$ cat src/rtl/hyperbus_arbiter_if.sv
// Bundles both request ports and the HyperBus controller-side lines of the arbiter.
// slave is the arbiter's view; master is the view of the ports and controller around it.
interface hyperbus_arbiter_if #(
    parameter int WIDTH       = 8,
    parameter int MASK_W      = ((WIDTH << 1) / 8) + 1,
    parameter int ADDR_LENGTH = 32,
    parameter int LEN_WIDTH   = 8
);
    logic                   p0_req, p1_req;
    logic                   p0_we, p1_we;
    logic                   p0_reg_space, p1_reg_space;
    logic [ADDR_LENGTH-1:0] p0_adr, p1_adr;
    logic [LEN_WIDTH-1:0]   p0_len, p1_len;
    logic [2*WIDTH-1:0]     p0_wdat, p1_wdat;
    logic [MASK_W-1:0]      p0_mask, p1_mask;
    logic                   p0_gnt, p1_gnt;
    logic                   p0_wready, p1_wready;
    logic                   p0_rvalid, p1_rvalid;
    logic [2*WIDTH-1:0]     p0_rdat, p1_rdat;
    logic                   p0_done, p1_done;
    logic                   p0_err, p1_err;

    logic                   hb_wrq, hb_rrq, hb_reg_space;
    logic [ADDR_LENGTH-1:0] hb_adr;
    logic [2*WIDTH-1:0]     hb_dat;
    logic [MASK_W-1:0]      hb_mask;
    logic                   hb_ready, hb_valid;
    logic [2*WIDTH-1:0]     hb_dat_i;

    modport slave (
        input  p0_req, p0_we, p0_reg_space, p0_adr, p0_len, p0_wdat, p0_mask,
        input  p1_req, p1_we, p1_reg_space, p1_adr, p1_len, p1_wdat, p1_mask,
        output p0_gnt, p0_wready, p0_rvalid, p0_rdat, p0_done, p0_err,
        output p1_gnt, p1_wready, p1_rvalid, p1_rdat, p1_done, p1_err,
        output hb_wrq, hb_rrq, hb_reg_space, hb_adr, hb_dat, hb_mask,
        input  hb_ready, hb_valid, hb_dat_i
    );

    modport master (
        output p0_req, p0_we, p0_reg_space, p0_adr, p0_len, p0_wdat, p0_mask,
        output p1_req, p1_we, p1_reg_space, p1_adr, p1_len, p1_wdat, p1_mask,
        input  p0_gnt, p0_wready, p0_rvalid, p0_rdat, p0_done, p0_err,
        input  p1_gnt, p1_wready, p1_rvalid, p1_rdat, p1_done, p1_err,
        input  hb_wrq, hb_rrq, hb_reg_space, hb_adr, hb_dat, hb_mask,
        output hb_ready, hb_valid, hb_dat_i
    );
endinterface

$ cat src/rtl/hyperbus_arbiter.sv
// Two-port round-robin arbiter and burst sequencer in front of the hyperbus controller.
// Counts words per burst, enforces an idle gap between bursts and a stall timeout.
module hyperbus_arbiter #(
    parameter int WIDTH       = 8,
    parameter int MASK_W      = ((WIDTH << 1) / 8) + 1,
    parameter int ADDR_LENGTH = 32,
    parameter int LEN_WIDTH   = 8,
    parameter int GAP_COUNT   = 3,
    parameter int TIMEOUT     = 64
) (
    input logic               clk90,
    input logic               rst,
    hyperbus_arbiter_if.slave bus
);
    localparam logic [2:0] IDLE = 3'd0;
    localparam logic [2:0] LOAD = 3'd1;
    localparam logic [2:0] XFER = 3'd2;
    localparam logic [2:0] DONE = 3'd3;
    localparam logic [2:0] GAP  = 3'd4;

    localparam int STALL_W = $clog2(TIMEOUT + 1);
    localparam int GAP_W   = $clog2(GAP_COUNT + 1);

    logic [2:0]             state;
    logic                   ptr;
    logic                   owner;
    logic                   we_q;
    logic                   reg_q;
    logic                   err_q;
    logic [ADDR_LENGTH-1:0] adr_q;
    logic [LEN_WIDTH-1:0]   remaining;
    logic [STALL_W-1:0]     stall_cnt;
    logic [GAP_W-1:0]       gap_cnt;

    logic [1:0]             req;
    logic                   pick;
    logic                   busy;
    logic                   xfer;
    logic                   live;
    logic                   word;
    logic                   sel0, sel1;
    logic [2*WIDTH-1:0]     wdat_sel;
    logic [MASK_W-1:0]      mask_sel;

    assign req  = {bus.p1_req, bus.p0_req};
    // The pointer port wins a tie; otherwise whichever port is requesting.
    assign pick = req[ptr] ? ptr : ~ptr;
    assign busy = (state == LOAD) || (state == XFER) || (state == DONE);
    assign xfer = (state == XFER);
    assign live = xfer && (remaining != '0);
    assign word = live && (we_q ? bus.hb_ready : bus.hb_valid);
    assign sel0 = busy && !owner;
    assign sel1 = busy && owner;

    // NOTE: every register below is assigned with <= so all of them update from
    // the same pre-edge values; a blocking = would let later lines see new values.
    always_ff @(posedge clk90 or posedge rst) begin
        if (rst) begin
            state     <= IDLE;
            ptr       <= 1'b0;
            owner     <= 1'b0;
            we_q      <= 1'b0;
            reg_q     <= 1'b0;
            err_q     <= 1'b0;
            adr_q     <= '0;
            remaining <= '0;
            stall_cnt <= '0;
            gap_cnt   <= '0;
        end else begin
            case (state)
                IDLE: begin
                    if (|req) begin
                        owner     <= pick;
                        we_q      <= pick ? bus.p1_we        : bus.p0_we;
                        reg_q     <= pick ? bus.p1_reg_space : bus.p0_reg_space;
                        adr_q     <= pick ? bus.p1_adr       : bus.p0_adr;
                        remaining <= pick ? bus.p1_len       : bus.p0_len;
                        err_q     <= 1'b0;
                        state     <= LOAD;
                    end
                end
                LOAD: begin
                    if (remaining == '0) begin
                        err_q <= 1'b1;
                        state <= DONE;
                    end else begin
                        stall_cnt <= '0;
                        state     <= XFER;
                    end
                end
                XFER: begin
                    if (remaining == '0) begin
                        state <= DONE;
                    end else if (word) begin
                        remaining <= remaining - 1'b1;
                        stall_cnt <= '0;
                    end else if (stall_cnt == STALL_W'(TIMEOUT - 1)) begin
                        // Stall limit reached: abandon the rest of the burst.
                        stall_cnt <= STALL_W'(TIMEOUT);
                        remaining <= '0;
                        err_q     <= 1'b1;
                        state     <= DONE;
                    end else begin
                        stall_cnt <= stall_cnt + 1'b1;
                    end
                end
                DONE: begin
                    ptr     <= ~ptr;
                    gap_cnt <= '0;
                    state   <= GAP;
                end
                GAP: begin
                    if (gap_cnt == GAP_W'(GAP_COUNT - 1)) begin
                        state <= IDLE;
                    end else begin
                        gap_cnt <= gap_cnt + 1'b1;
                    end
                end
                default: state <= IDLE;
            endcase
        end
    end

    assign wdat_sel = owner ? bus.p1_wdat : bus.p0_wdat;
    assign mask_sel = owner ? bus.p1_mask : bus.p0_mask;

    // Controller lines are decoded from registered state so reset clears them at once.
    assign bus.hb_wrq       = live && we_q;
    assign bus.hb_rrq       = live && !we_q;
    assign bus.hb_reg_space = xfer && reg_q;
    assign bus.hb_adr       = xfer ? adr_q : '0;
    assign bus.hb_dat       = xfer ? wdat_sel : '0;
    assign bus.hb_mask      = xfer ? mask_sel : '0;

    assign bus.p0_gnt    = sel0;
    assign bus.p1_gnt    = sel1;
    assign bus.p0_wready = sel0 && word && we_q;
    assign bus.p1_wready = sel1 && word && we_q;
    assign bus.p0_rvalid = sel0 && word && !we_q;
    assign bus.p1_rvalid = sel1 && word && !we_q;
    assign bus.p0_rdat   = bus.p0_rvalid ? bus.hb_dat_i : '0;
    assign bus.p1_rdat   = bus.p1_rvalid ? bus.hb_dat_i : '0;
    assign bus.p0_done   = sel0 && (state == DONE);
    assign bus.p1_done   = sel1 && (state == DONE);
    assign bus.p0_err    = bus.p0_done && err_q;
    assign bus.p1_err    = bus.p1_done && err_q;
endmodule
$ cat src/flat_wrapper.sv
// flat-port wrapper written by rule: the top's interface ports become plain ports
module hyperbus_arbiter_flat 
#(
    parameter int WIDTH       = 8,
    parameter int MASK_W      = ((WIDTH << 1) / 8) + 1,
    parameter int ADDR_LENGTH = 32,
    parameter int LEN_WIDTH   = 8,
    parameter int GAP_COUNT   = 3,
    parameter int TIMEOUT     = 64
)
  (clk90, rst, bus_p0_req, bus_p0_we, bus_p0_reg_space, bus_p0_adr, bus_p0_len, bus_p0_wdat, bus_p0_mask, bus_p1_req, bus_p1_we, bus_p1_reg_space, bus_p1_adr, bus_p1_len, bus_p1_wdat, bus_p1_mask, bus_p0_gnt, bus_p0_wready, bus_p0_rvalid, bus_p0_rdat, bus_p0_done, bus_p0_err, bus_p1_gnt, bus_p1_wready, bus_p1_rvalid, bus_p1_rdat, bus_p1_done, bus_p1_err, bus_hb_wrq, bus_hb_rrq, bus_hb_reg_space, bus_hb_adr, bus_hb_dat, bus_hb_mask, bus_hb_ready, bus_hb_valid, bus_hb_dat_i);
  hyperbus_arbiter_if #(.WIDTH(WIDTH), .MASK_W(MASK_W), .ADDR_LENGTH(ADDR_LENGTH), .LEN_WIDTH(LEN_WIDTH)) bus_i ();
  input logic clk90;
  input logic rst;
  input wire logic [$bits(bus_i.p0_req)-1:0] bus_p0_req;
  input wire logic [$bits(bus_i.p0_we)-1:0] bus_p0_we;
  input wire logic [$bits(bus_i.p0_reg_space)-1:0] bus_p0_reg_space;
  input wire logic [$bits(bus_i.p0_adr)-1:0] bus_p0_adr;
  input wire logic [$bits(bus_i.p0_len)-1:0] bus_p0_len;
  input wire logic [$bits(bus_i.p0_wdat)-1:0] bus_p0_wdat;
  input wire logic [$bits(bus_i.p0_mask)-1:0] bus_p0_mask;
  input wire logic [$bits(bus_i.p1_req)-1:0] bus_p1_req;
  input wire logic [$bits(bus_i.p1_we)-1:0] bus_p1_we;
  input wire logic [$bits(bus_i.p1_reg_space)-1:0] bus_p1_reg_space;
  input wire logic [$bits(bus_i.p1_adr)-1:0] bus_p1_adr;
  input wire logic [$bits(bus_i.p1_len)-1:0] bus_p1_len;
  input wire logic [$bits(bus_i.p1_wdat)-1:0] bus_p1_wdat;
  input wire logic [$bits(bus_i.p1_mask)-1:0] bus_p1_mask;
  output wire logic [$bits(bus_i.p0_gnt)-1:0] bus_p0_gnt;
  output wire logic [$bits(bus_i.p0_wready)-1:0] bus_p0_wready;
  output wire logic [$bits(bus_i.p0_rvalid)-1:0] bus_p0_rvalid;
  output wire logic [$bits(bus_i.p0_rdat)-1:0] bus_p0_rdat;
  output wire logic [$bits(bus_i.p0_done)-1:0] bus_p0_done;
  output wire logic [$bits(bus_i.p0_err)-1:0] bus_p0_err;
  output wire logic [$bits(bus_i.p1_gnt)-1:0] bus_p1_gnt;
  output wire logic [$bits(bus_i.p1_wready)-1:0] bus_p1_wready;
  output wire logic [$bits(bus_i.p1_rvalid)-1:0] bus_p1_rvalid;
  output wire logic [$bits(bus_i.p1_rdat)-1:0] bus_p1_rdat;
  output wire logic [$bits(bus_i.p1_done)-1:0] bus_p1_done;
  output wire logic [$bits(bus_i.p1_err)-1:0] bus_p1_err;
  output wire logic [$bits(bus_i.hb_wrq)-1:0] bus_hb_wrq;
  output wire logic [$bits(bus_i.hb_rrq)-1:0] bus_hb_rrq;
  output wire logic [$bits(bus_i.hb_reg_space)-1:0] bus_hb_reg_space;
  output wire logic [$bits(bus_i.hb_adr)-1:0] bus_hb_adr;
  output wire logic [$bits(bus_i.hb_dat)-1:0] bus_hb_dat;
  output wire logic [$bits(bus_i.hb_mask)-1:0] bus_hb_mask;
  input wire logic [$bits(bus_i.hb_ready)-1:0] bus_hb_ready;
  input wire logic [$bits(bus_i.hb_valid)-1:0] bus_hb_valid;
  input wire logic [$bits(bus_i.hb_dat_i)-1:0] bus_hb_dat_i;
  assign bus_i.p0_req = bus_p0_req;
  assign bus_i.p0_we = bus_p0_we;
  assign bus_i.p0_reg_space = bus_p0_reg_space;
  assign bus_i.p0_adr = bus_p0_adr;
  assign bus_i.p0_len = bus_p0_len;
  assign bus_i.p0_wdat = bus_p0_wdat;
  assign bus_i.p0_mask = bus_p0_mask;
  assign bus_i.p1_req = bus_p1_req;
  assign bus_i.p1_we = bus_p1_we;
  assign bus_i.p1_reg_space = bus_p1_reg_space;
  assign bus_i.p1_adr = bus_p1_adr;
  assign bus_i.p1_len = bus_p1_len;
  assign bus_i.p1_wdat = bus_p1_wdat;
  assign bus_i.p1_mask = bus_p1_mask;
  assign bus_p0_gnt = bus_i.p0_gnt;
  assign bus_p0_wready = bus_i.p0_wready;
  assign bus_p0_rvalid = bus_i.p0_rvalid;
  assign bus_p0_rdat = bus_i.p0_rdat;
  assign bus_p0_done = bus_i.p0_done;
  assign bus_p0_err = bus_i.p0_err;
  assign bus_p1_gnt = bus_i.p1_gnt;
  assign bus_p1_wready = bus_i.p1_wready;
  assign bus_p1_rvalid = bus_i.p1_rvalid;
  assign bus_p1_rdat = bus_i.p1_rdat;
  assign bus_p1_done = bus_i.p1_done;
  assign bus_p1_err = bus_i.p1_err;
  assign bus_hb_wrq = bus_i.hb_wrq;
  assign bus_hb_rrq = bus_i.hb_rrq;
  assign bus_hb_reg_space = bus_i.hb_reg_space;
  assign bus_hb_adr = bus_i.hb_adr;
  assign bus_hb_dat = bus_i.hb_dat;
  assign bus_hb_mask = bus_i.hb_mask;
  assign bus_i.hb_ready = bus_hb_ready;
  assign bus_i.hb_valid = bus_hb_valid;
  assign bus_i.hb_dat_i = bus_hb_dat_i;
  hyperbus_arbiter #(.WIDTH(WIDTH), .MASK_W(MASK_W), .ADDR_LENGTH(ADDR_LENGTH), .LEN_WIDTH(LEN_WIDTH), .GAP_COUNT(GAP_COUNT), .TIMEOUT(TIMEOUT)) u_core (.clk90(clk90), .rst(rst), .bus(bus_i));
endmodule
$ cat config.mk
export PLATFORM = sky130hd
export DESIGN_NAME = hyperbus_arbiter_flat
export DESIGN_NICKNAME = d
export VERILOG_FILES = /design/src/rtl/hyperbus_arbiter_if.sv /design/src/rtl/hyperbus_arbiter.sv /design/src/flat_wrapper.sv
export SDC_FILE = /design/constraint.sdc
export NUM_CORES = 1
export LEC_CHECK = 0
export BUFFER_PORTS_ARGS = -buffer_cell sky130_fd_sc_hd__buf_2
export CAP_MARGIN = 10
export CELL_PAD_IN_SITES_DETAIL_PLACEMENT = 2
export CELL_PAD_IN_SITES_GLOBAL_PLACEMENT = 2
export CORE_ASPECT_RATIO = 1.4
export CORE_MARGIN = 1.5
export CORE_UTILIZATION = 25
export DETAILED_ROUTE_END_ITERATION = 10
export GPL_TIMING_DRIVEN = 0
export PLACE_DENSITY = 0.95
export SLEW_MARGIN = 15
export SYNTH_ARGS = -nofsm -noshare
export SYNTH_HDL_FRONTEND = slang
export SYNTH_SLANG_ARGS = --single-unit
$ cat constraint.sdc
create_clock -name clk90 -period 7.1 [get_ports clk90]
set_clock_uncertainty 0.1 [all_clocks]
set_input_delay 1.065 -clock clk90 [delete_from_list [all_inputs] [get_ports clk90]]
set_output_delay 1.065 -clock clk90 [all_outputs]
set_load 0.05 [all_outputs]
Word level (Yosys, flattened, before mapping):

Index checks and enable logic that the tools add are counted.

* output and inout port bits: 96
* flip-flop bits (word level): 57

* reduce and logical (&&, ||, !) cells: 35
* add/subtract/negate cells: 3
* $lt $le $gt $ge: 1
* equal/unequal tests: 17
* bitwise logic cells: 1
* muxes and demuxes: 40

Operators by type and width (number)
* 2-to-1 mux 16 bit: 4
* 2-to-1 mux 32 bit: 2
* 2-to-1 mux 8 bit: 5
* 2-to-1 mux 7 bit: 4
* 2-to-1 mux 3 bit: 7
* logical AND 1 bit: 17
* case mux 8 bit (2 select lines): 1
* case mux 3 bit (5 select lines): 1
* case mux 7 bit (2 select lines): 1
* 2-to-1 mux 1 bit: 12
* != test 2 bit, second input constant: 6
* != test 3 bit, second input constant: 3
* logical NOT 8 bit: 1
* AND reduction 4 bit: 2
* nonzero test 8 bit: 1
* subtractor 8 x 1 -> 8 bit, second input constant: 1
* adder 7 x 1 -> 7 bit, second input constant: 1
* == test 7 x 6 -> 1 bit, second input constant: 1
* == test 3 x 2 -> 1 bit, second input constant: 2
* AND reduction 6 bit: 1
* nonzero test 2 bit: 3
* != test 2 x 1 -> 1 bit, second input constant: 2
* case mux 2 bit (2 select lines): 1
* AND reduction 2 bit: 2
* other kinds (14): 16

Depth between registers and ports, before layout:

Gate-level depths: netlist of the first run.

* depth after elaboration: 7
* mapped depth: 9
* gate-level depth less buffers: 7

Worst setup path before layout of the first run:

No wires, ideal clock.

* kind: register to output
* start point: register u_core.owner
* end point: output bus_p1_rdat[10]
* stages on the path, launching flop included: 6
* data required time: 5935 ps
* path slack: 2806 ps
* arrival time: 3129 ps
* path buffers: 2
* cells stage by stage: dfrtp_1 -> clkbuf_1 -> nor3b_1 -> nor4bb_4 -> buf_6 -> and2_1

* cells in the longest elaborated chain, start to end: 4

Ends and longest elaborated chain
* start, declared: line hyperbus_arbiter.sv:26 `logic owner;`
* start signal, assigned: line hyperbus_arbiter.sv:73 `owner <= pick;`
* logical AND 1 bit: line hyperbus_arbiter.sv:53 `assign sel1 = busy && owner;`
* net bus_p1_gnt: line flat_wrapper.sv:35 `output wire logic [$bits(bus_i.p1_gnt)-1:0] bus_p1_gnt;`
* logical AND 1 bit (2 in series): line hyperbus_arbiter.sv:140 `assign bus.p1_rvalid = sel1 && word && !we_q;`
* net bus_p1_rvalid: line flat_wrapper.sv:37 `output wire logic [$bits(bus_i.p1_rvalid)-1:0] bus_p1_rvalid;`
* 2-to-1 mux 16 bit: line hyperbus_arbiter.sv:142 `assign bus.p1_rdat = bus.p1_rvalid ? bus.hb_dat_i : '0;`
* end, declared: line flat_wrapper.sv:38 `output wire logic [$bits(bus_i.p1_rdat)-1:0] bus_p1_rdat;`

The timed path passes the listed nets, and every way through them passes these cells.

Worst setup path in the final report of the first run:

* start point: register u_core.remaining[0]
* end point: output bus_p0_rdat[6]

* cells in the longest elaborated chain, start to end: 6

Ends and longest elaborated chain
* start, declared: line hyperbus_arbiter.sv:31 `logic [LEN_WIDTH-1:0] remaining;`
* start signal, assigned: line hyperbus_arbiter.sv:77 `remaining <= pick ? bus.p1_len : bus.p0_len;`
* start signal, assigned: line hyperbus_arbiter.sv:95 `remaining <= remaining - 1'b1;`
* nonzero test 8 bit: line hyperbus_arbiter.sv:50 `assign live = xfer && (remaining != '0);`
* logical AND 1 bit: line hyperbus_arbiter.sv:50
* logical AND 1 bit: line hyperbus_arbiter.sv:51 `assign word = live && (we_q ? bus.hb_ready : bus.hb_valid);`
* logical AND 1 bit (2 in series): line hyperbus_arbiter.sv:139 `assign bus.p0_rvalid = sel0 && word && !we_q;`
* 2-to-1 mux 16 bit: line hyperbus_arbiter.sv:141 `assign bus.p0_rdat = bus.p0_rvalid ? bus.hb_dat_i : '0;`
* end, declared: line flat_wrapper.sv:32 `output wire logic [$bits(bus_i.p0_rdat)-1:0] bus_p0_rdat;`

Every way passes these cells.

==> flow_summary.yaml, run 1 <==
clock_tree:
  postCtsSetupRepairBufs: 0
  cts_tree: "built"
  clock-sinks: 57
  clockBufferDepth: 2
  root_buffer: "clkbuf_16"
  htree_levels: 3
  clk_latency_ns: 0.32
  clk_pin_slew_ns: 0.05
  cts_buffers: 9
  cts.repair.resized: 0
  cts_hold_buf: 0
global_route:
  grt_overflow_total: 0
  grt_pass1_wl_um: 24040
  grtUsageTotal_pct: 19.26
  grt_max_degree: 58
  antenna_found_initial: 5
  grt_pass1_vias: 4703
timing:
  period_needed_ns: 4.082
  fmax_ghz: 0.2450
  setup_viol: 0
  setup_ws_ns: 3.018
  hold_ws_ns: 0.3706
  min_period_over_period_pct: 57.49
  slew_headroom_pct: 42.44
  drv_slew: 0
  hold_viol_final: 0
  setup_tns_ns: 0
  worst_pin_slew_ns: 0.8596
  rsz0062_at_grt: "false"
place:
  place_hpwl_um: 12960
  portBuffers: 239
  pre_cts_ws_ns: 3.320
  gp_congestion: 0.8062
run:
  maxCapViolations: 0
layout:
  fill_cells: 1774
  nets: 841
  ff_latch_area_mm2: 0.001426
  syn_to_final_growth_pct: 44.29
  multi_input_area_mm2: 0.002313
  drive_gt1_share_pct: 41.46
synthesis:
  synthMostInstantiatedCell: "and2_1"
  ys_ff_latch: 57
  avgSynthCellArea_um2: 8.812
  yosysTopAreaCell: "dfrtp_1"
  synth_area_leaders: "dfrtp_1 37%, mux2i_1 15%, and2_1 11%"
  syn-num-nets: 591
  synth_cells: 443
  netlist_area_mm2: 0.003904
  synthArstFlopShare_pct: 100.0
  synth_common_cells: "66 x and2_1, 59 x mux2i_1, 57 x dfrtp_1"
  synth-edff-count: 0
  synth_top_area_share_pct: 36.54
  synth_cell_type_count: 51
  ys.flop_type: "dfrtp_1"
  yosysSeqAreaShare_pct: 36.54
  ys_warn_count: 0
floorplan:
  die_y_um: 150.9
  start_util_pct: 25.82
  ios: 240
  coreArea_mm2: 0.01512
  fp-row-count: 53
  dieWidth_um: 108.6
  die_area_mm2: 0.01638
pwr:
  peakVddDrop_mv: 0.1993
  p_leak_nw: 3.040
  pwr_density_cell_mw_per_mm2: 434.3
worst_setup_path:
  worstPathArrival_ns: 2.92
  r2r_end: "u_core.remaining[2]$_DFFE_PP0P_"
  r2r.worst_path.cells: 9
  crit_path_end_kind: "output port"
  crit_fanout: 10
  worstReg2RegStart: "u_core.remaining[0]$_DFFE_PP0P_"
  reg2reg_slack_ns: 4.64
  path_class: "reg2out"
  crit_path_start_kind: "register"
  required_ns: 5.93
detailed_routing:
  vias: 4316
  drt_iter0_markers: 121
  wl_met1_um: 5409
  ant_nets: 0
  drc: 0
  wl_met3_um: 1610
  drt-wirelength-per-cell_um: 17.43
  met2WireLength_um: 8245
  wirelength_um: 15580
  topRoutingLayerUsed: "met4"
  dr.pass1.iters: 4
  via_per_inst: 4.828
min_path:
  whs_endpoint: "u_core.adr_q[22]$_DFFE_PP0P_"
  hold_path_class: "reg2reg"
  holdPathStages: 2
  min_from: "u_core.adr_q[22]$_DFFE_PP0P_"
outcome:
  run_status: "completed"
[through the flow]
stage	power (mW)	cell area [um^2]	instances	util, %
global placement	2.008	5340	874	35.32
floorplan	1.638	3904	443	-
global route	2.637	5625	891	37.21
CTS	2.497	5620	889	37.17
detailed placement	2.068	5343	874	35.34
finish	2.446	5633	894	37.26
[worst max-delay path by stage]
stage,startpoint,end,slack [ns],cells after the start
after global placement,u_core.remaining[0]$_DFFE_PP0P_,bus_p0_rdat[6],3.37,10
after CTS,u_core.remaining[0]$_DFFE_PP0P_,bus_p0_rdat[6],2.96,10
after detailed placement,u_core.remaining[0]$_DFFE_PP0P_,bus_p0_rdat[6],3.32,10
after floorplan,u_core.owner$_DFFE_PP0P_,bus_p1_rdat[10],2.81,5
after global routing,u_core.remaining[0]$_DFFE_PP0P_,bus_p1_rdat[12],2.80,10
final,u_core.remaining[0]$_DFFE_PP0P_,bus_p0_rdat[6],3.02,10
[critical path: stages (launching register included)]
cell,delay [ns]
dfrtp_1,0.44
inv_1,0.09
ha_1,0.20
or3b_2,0.18
clkbuf_1,0.32
or2_4,0.24
nand2_4,0.08
nor4bb_4,0.47
buf_6,0.19
and2_1,0.13
buf_2,0.27
[report_power, final]
group	switching, mW	internal (mW)
combinational	1.02	0.459
sequential	0.0844	0.469
clock	0.146	0.268
[flip-flops by register name, indices dropped and copies added, names as in the netlist]
signal and count:
u_core.reg_q 1, u_core.we_q 1, u_core.stall_cnt 7, u_core.err_q 1
u_core.owner 1, u_core.remaining 8, u_core.ptr 1, u_core.gap_cnt 2
u_core.state 3, u_core.adr_q 32
[area by class of cell]
cell class,count,area share [%]
plain buffers,29,2.577
inverters,5,0.3776
well taps,192,4.265
clock buffers,11,4.131
diodes,5,0.2221
repair buffers,239,21.24
flip-flops and latches,57,25.32
clock inverters,4,0.7996
multi-input cells,352,41.07
[cells by family (layout without fill, tap and decap cells)]
group / Yosys count / count (layout) / synth area share, %
buf+inv: 34 / 288 / 4.199
fa+ha+maj: 4 / 4 / 1.282
compound gates: 87 / 87 / 13.56
other cells: 0 / 5 / 0
mux: 65 / 65 / 16.86
xor+xnor: 2 / 2 / 0.4488
flops: 57 / 57 / 36.54
simple gates: 194 / 194 / 27.12
[placed cells by master, fill, tap and decap left out, types with 3 or more instances in the layout]
master,instances
buf_2,247
and2_1,66
mux2i_1,59
dfrtp_1,57
o21ai_0,54
nand2_1,48
nor2_1,37
clkbuf_1,17
a21oi_1,9
clkbuf_16,9
mux2_2,6
nand2b_1,6
diode_2,5
and3_1,5
nor3_1,5
inv_1,4
nand3_1,4
nor2b_1,4
ha_1,4
o211ai_2,3
a22o_1,3
buf_6,3
clkinv_2,3
[routing by layer]
metal | GRT usage, % | vias up
li1 | - | 2033
met1 | 18.76 | 2059
met2 | 37.52 | 203
met3 | 5.938 | 21
met4 | 6.579 | 0
met5 | 0 | -
Power figures use the tool's default switching activity.
==> run 2: changes to the inputs <==
Settings changed: ABC_AREA set to 1, CORE_UTILIZATION 25 to 19, PLACE_DENSITY 0.95 to 0.87.
Clock period 7.1 ns to 3.65 ns, I/O delays scaled along.
==> run 2 against run 1 <==
Effect of this change:
- register-to-register slack worse by 3.1 ns
- count of clock-buffer cells in the layout rose by 1
- setup slack lost 2.4 ns
- first-iteration DRC count grew 11%
- die area grew 28%
- combinational power grew 100%
- sequential cell count unchanged
- cell area grew 0.20%
- critical path type unchanged
==> flow_summary.yaml, run 2 <==
synthesis:
  synth_cells: 585
  synthSimpleGateAreaFrac_pct: 30.87
  ys.flop_type: "dfrtp_1"
  yosysSeqAreaShare_pct: 37.35
  synth.area.mux_share_pct: 0
  synth_common_cells: "126 x nand2_1, 126 x nor2_1, 86 x inv_1"
  synth_compound_area_share_pct: 16.61
  synth_top_family_by_area: "simple AND/OR/NAND/NOR gates"
  synth_cell_type_count: 29
  synth_fa_ha_area_share_pct: 1.311
  synthXorXnorAreaFrac_pct: 1.376
  yosysTopAreaCell: "dfrtp_1"
  avgSynthCellArea_um2: 6.528
  synth-edff-count: 0
  synth_top_area_share_pct: 37.35
  ys_warn_count: 0
  synth_area_leaders: "dfrtp_1 37%, nand2_1 12%, nor2_1 12%"
  syn-num-nets: 733
  netlist_area_mm2: 0.003819
  ys_ff_latch: 57
  synthArstFlopShare_pct: 100.0
timing:
  fmax_ghz: 0.3245
  setup_tns_ns: 0
  rsz0062_at_grt: "false"
  setup_ws_ns: 0.5685
  setup_viol: 0
  hold_viol_final: 0
  worst_pin_slew_ns: 0.6016
  period_needed_ns: 3.081
  slew_headroom_pct: 59.89
  min_period_over_period_pct: 84.42
  drv_slew: 0
pwr:
  p_leak_nw: 3.267
  peakVddDrop_mv: 0.3140
  pwr_density_cell_mw_per_mm2: 866.6
  total_power_mw: 4.891
global_route:
  grt_pass1_wl_um: 27840
  grt_pass1_vias: 5319
  antenna_found_initial: 5
  grt_max_degree: 31
  grtUsageTotal_pct: 17.32
  grt_overflow_total: 0
floorplan:
  ios: 240
  fp-row-count: 61
  start_util_pct: 19.32
  die_area_mm2: 0.02097
  dieWidth_um: 122.8
  coreArea_mm2: 0.01977
  die_y_um: 170.7
clock_tree:
  root_buffer: "clkbuf_16"
  cts.repair.resized: 0
  clk_pin_slew_ns: 0.05
  clk_latency_ns: 0.33
  postCtsSetupRepairBufs: 0
  cts_hold_buf: 0
  clock-sinks: 57
  htree_levels: 3
  clockBufferDepth: 2
  cts_tree: "built"
  cts_buffers: 9
detailed_routing:
  drt_iter0_markers: 134
  wl_met3_um: 670
  drc: 0
  vias: 4861
  met2WireLength_um: 10360
  topRoutingLayerUsed: "met4"
  dr.pass1.iters: 4
  wl_met1_um: 6670
  wirelength_um: 18060
  via_per_inst: 4.435
  drt-wirelength-per-cell_um: 16.47
  ant_nets: 0
worst_setup_path:
  required_ns: 3.00
  r2r.worst_path.cells: 7
  crit_path_end_kind: "output port"
  reg2reg_slack_ns: 1.59
  crit_path_start_kind: "register"
  r2r_end: "u_core.remaining[6]$_DFFE_PP0P_"
  path_class: "reg2out"
  worstPathArrival_ns: 2.43
  crit_fanout: 10
  worstReg2RegStart: "u_core.ptr$_DFFE_PP0N_"
layout:
  final_util_pct: 28.55
  design_area_mm2: 0.005644
  mostFrequentLayoutCells: "245 x buf_2, 126 x nor2_1, 126 x nand2_1"
  syn_to_final_growth_pct: 47.80
  drive_gt1_share_pct: 33.93
  nets: 984
  largest_reg_flops: 32
  layout_commonest_cell: "buf_2"
  largest-register: "u_core.adr_q"
  top_regs: "u_core.adr_q x32, u_core.remaining x8, u_core.stall_cnt x7"
place:
  post_dp_cell_area_mm2: 0.005353
  place_hpwl_um: 14760
  portBuffers: 239
  gp_congestion: 0.7670
  pre_cts_ws_ns: 0.7636
run:
  maxCapViolations: 0
min_path:
  hold_path_class: "in2async"
outcome:
  run_status: "completed"
run 2: cell count changes in the layout (fill, tap and decap cells not counted), moves of 32 or more:
cell     delta
mux2i_1    -59
nand2_1    +78
o22ai_1    +32
nor2_1     +89
inv_1      +81
and2_1     -66
run 2: logic make-up (layout without fill, tap and decap cells):
group,Yosys count,count (layout)
AOI/OAI and AO/OA,116,116
adders and majority gates,4,4
other,0,4
buffers and inverters,120,375
and+or+nand+nor,282,282
DFF,57,57
xor gates and xnor gates,6,6
run 2: layout make-up:
cell class,instances,area [um^2]
well taps,252,315.3
clock inverters,3,15.01
clock buffers,12,266.5
inverters,93,355.3
flip-flops and latches,57,1426
fillers,2461,14120
plain buffers,27,123.9
diodes,4,10.01
repair buffers,240,1216
multi-input cells,408,1916
run 2: power breakdown:
group,total (mW),internal [mW],switching [mW]
Sequential,1.08,0.924,0.158
Combinational,3.01,0.771,2.24
Clock,0.800,0.507,0.294
Total,4.89,2.20,2.69
run 2: critical path, stage by stage, from the launching register on:
cell and delay, ns:
dfrtp_1 0.38, inv_1 0.09, ha_1 0.22, nand2_1 0.10, inv_1 0.05, nand2_2 0.14, nand3_4 0.17, inv_4 0.21
nand3_4 0.15, buf_6 0.19, nor2_1 0.11, buf_2 0.28
run 2: how the worst max path moves through the flow:
stage / from / end / cells past startpoint
after global routing: u_core.remaining[0]$_DFFE_PP0P_ / bus_p1_rdat[12] / 11
after floorplan: u_core.state[0]$_DFFE_PP0P_ / bus_p0_rdat[10] / 7
after global placement: rst / u_core.owner$_DFFE_PP0P_ / 2
final: u_core.remaining[0]$_DFFE_PP0P_ / bus_p1_rdat[12] / 11
after detailed placement: bus_hb_valid / bus_p1_rdat[12] / 9
after CTS: u_core.remaining[0]$_DFFE_PP0P_ / bus_p1_rdat[12] / 11
run 2: stage by stage:
stage                     hold WS [ns]  instances
after floorplan                 0.3418        585
after global placement          0.3581       1076
after detailed placement        0.3795       1077
after CTS                       0.1284       1092
after global routing            0.1467       1096
final                           0.1141       1096
run 2: layer usage:
layer,up-vias,global-route usage (%)
met3,16,2.900
met1,2408,18.48
met2,99,33.41
li1,2338,-
met4,0,6.168
met5,-,0
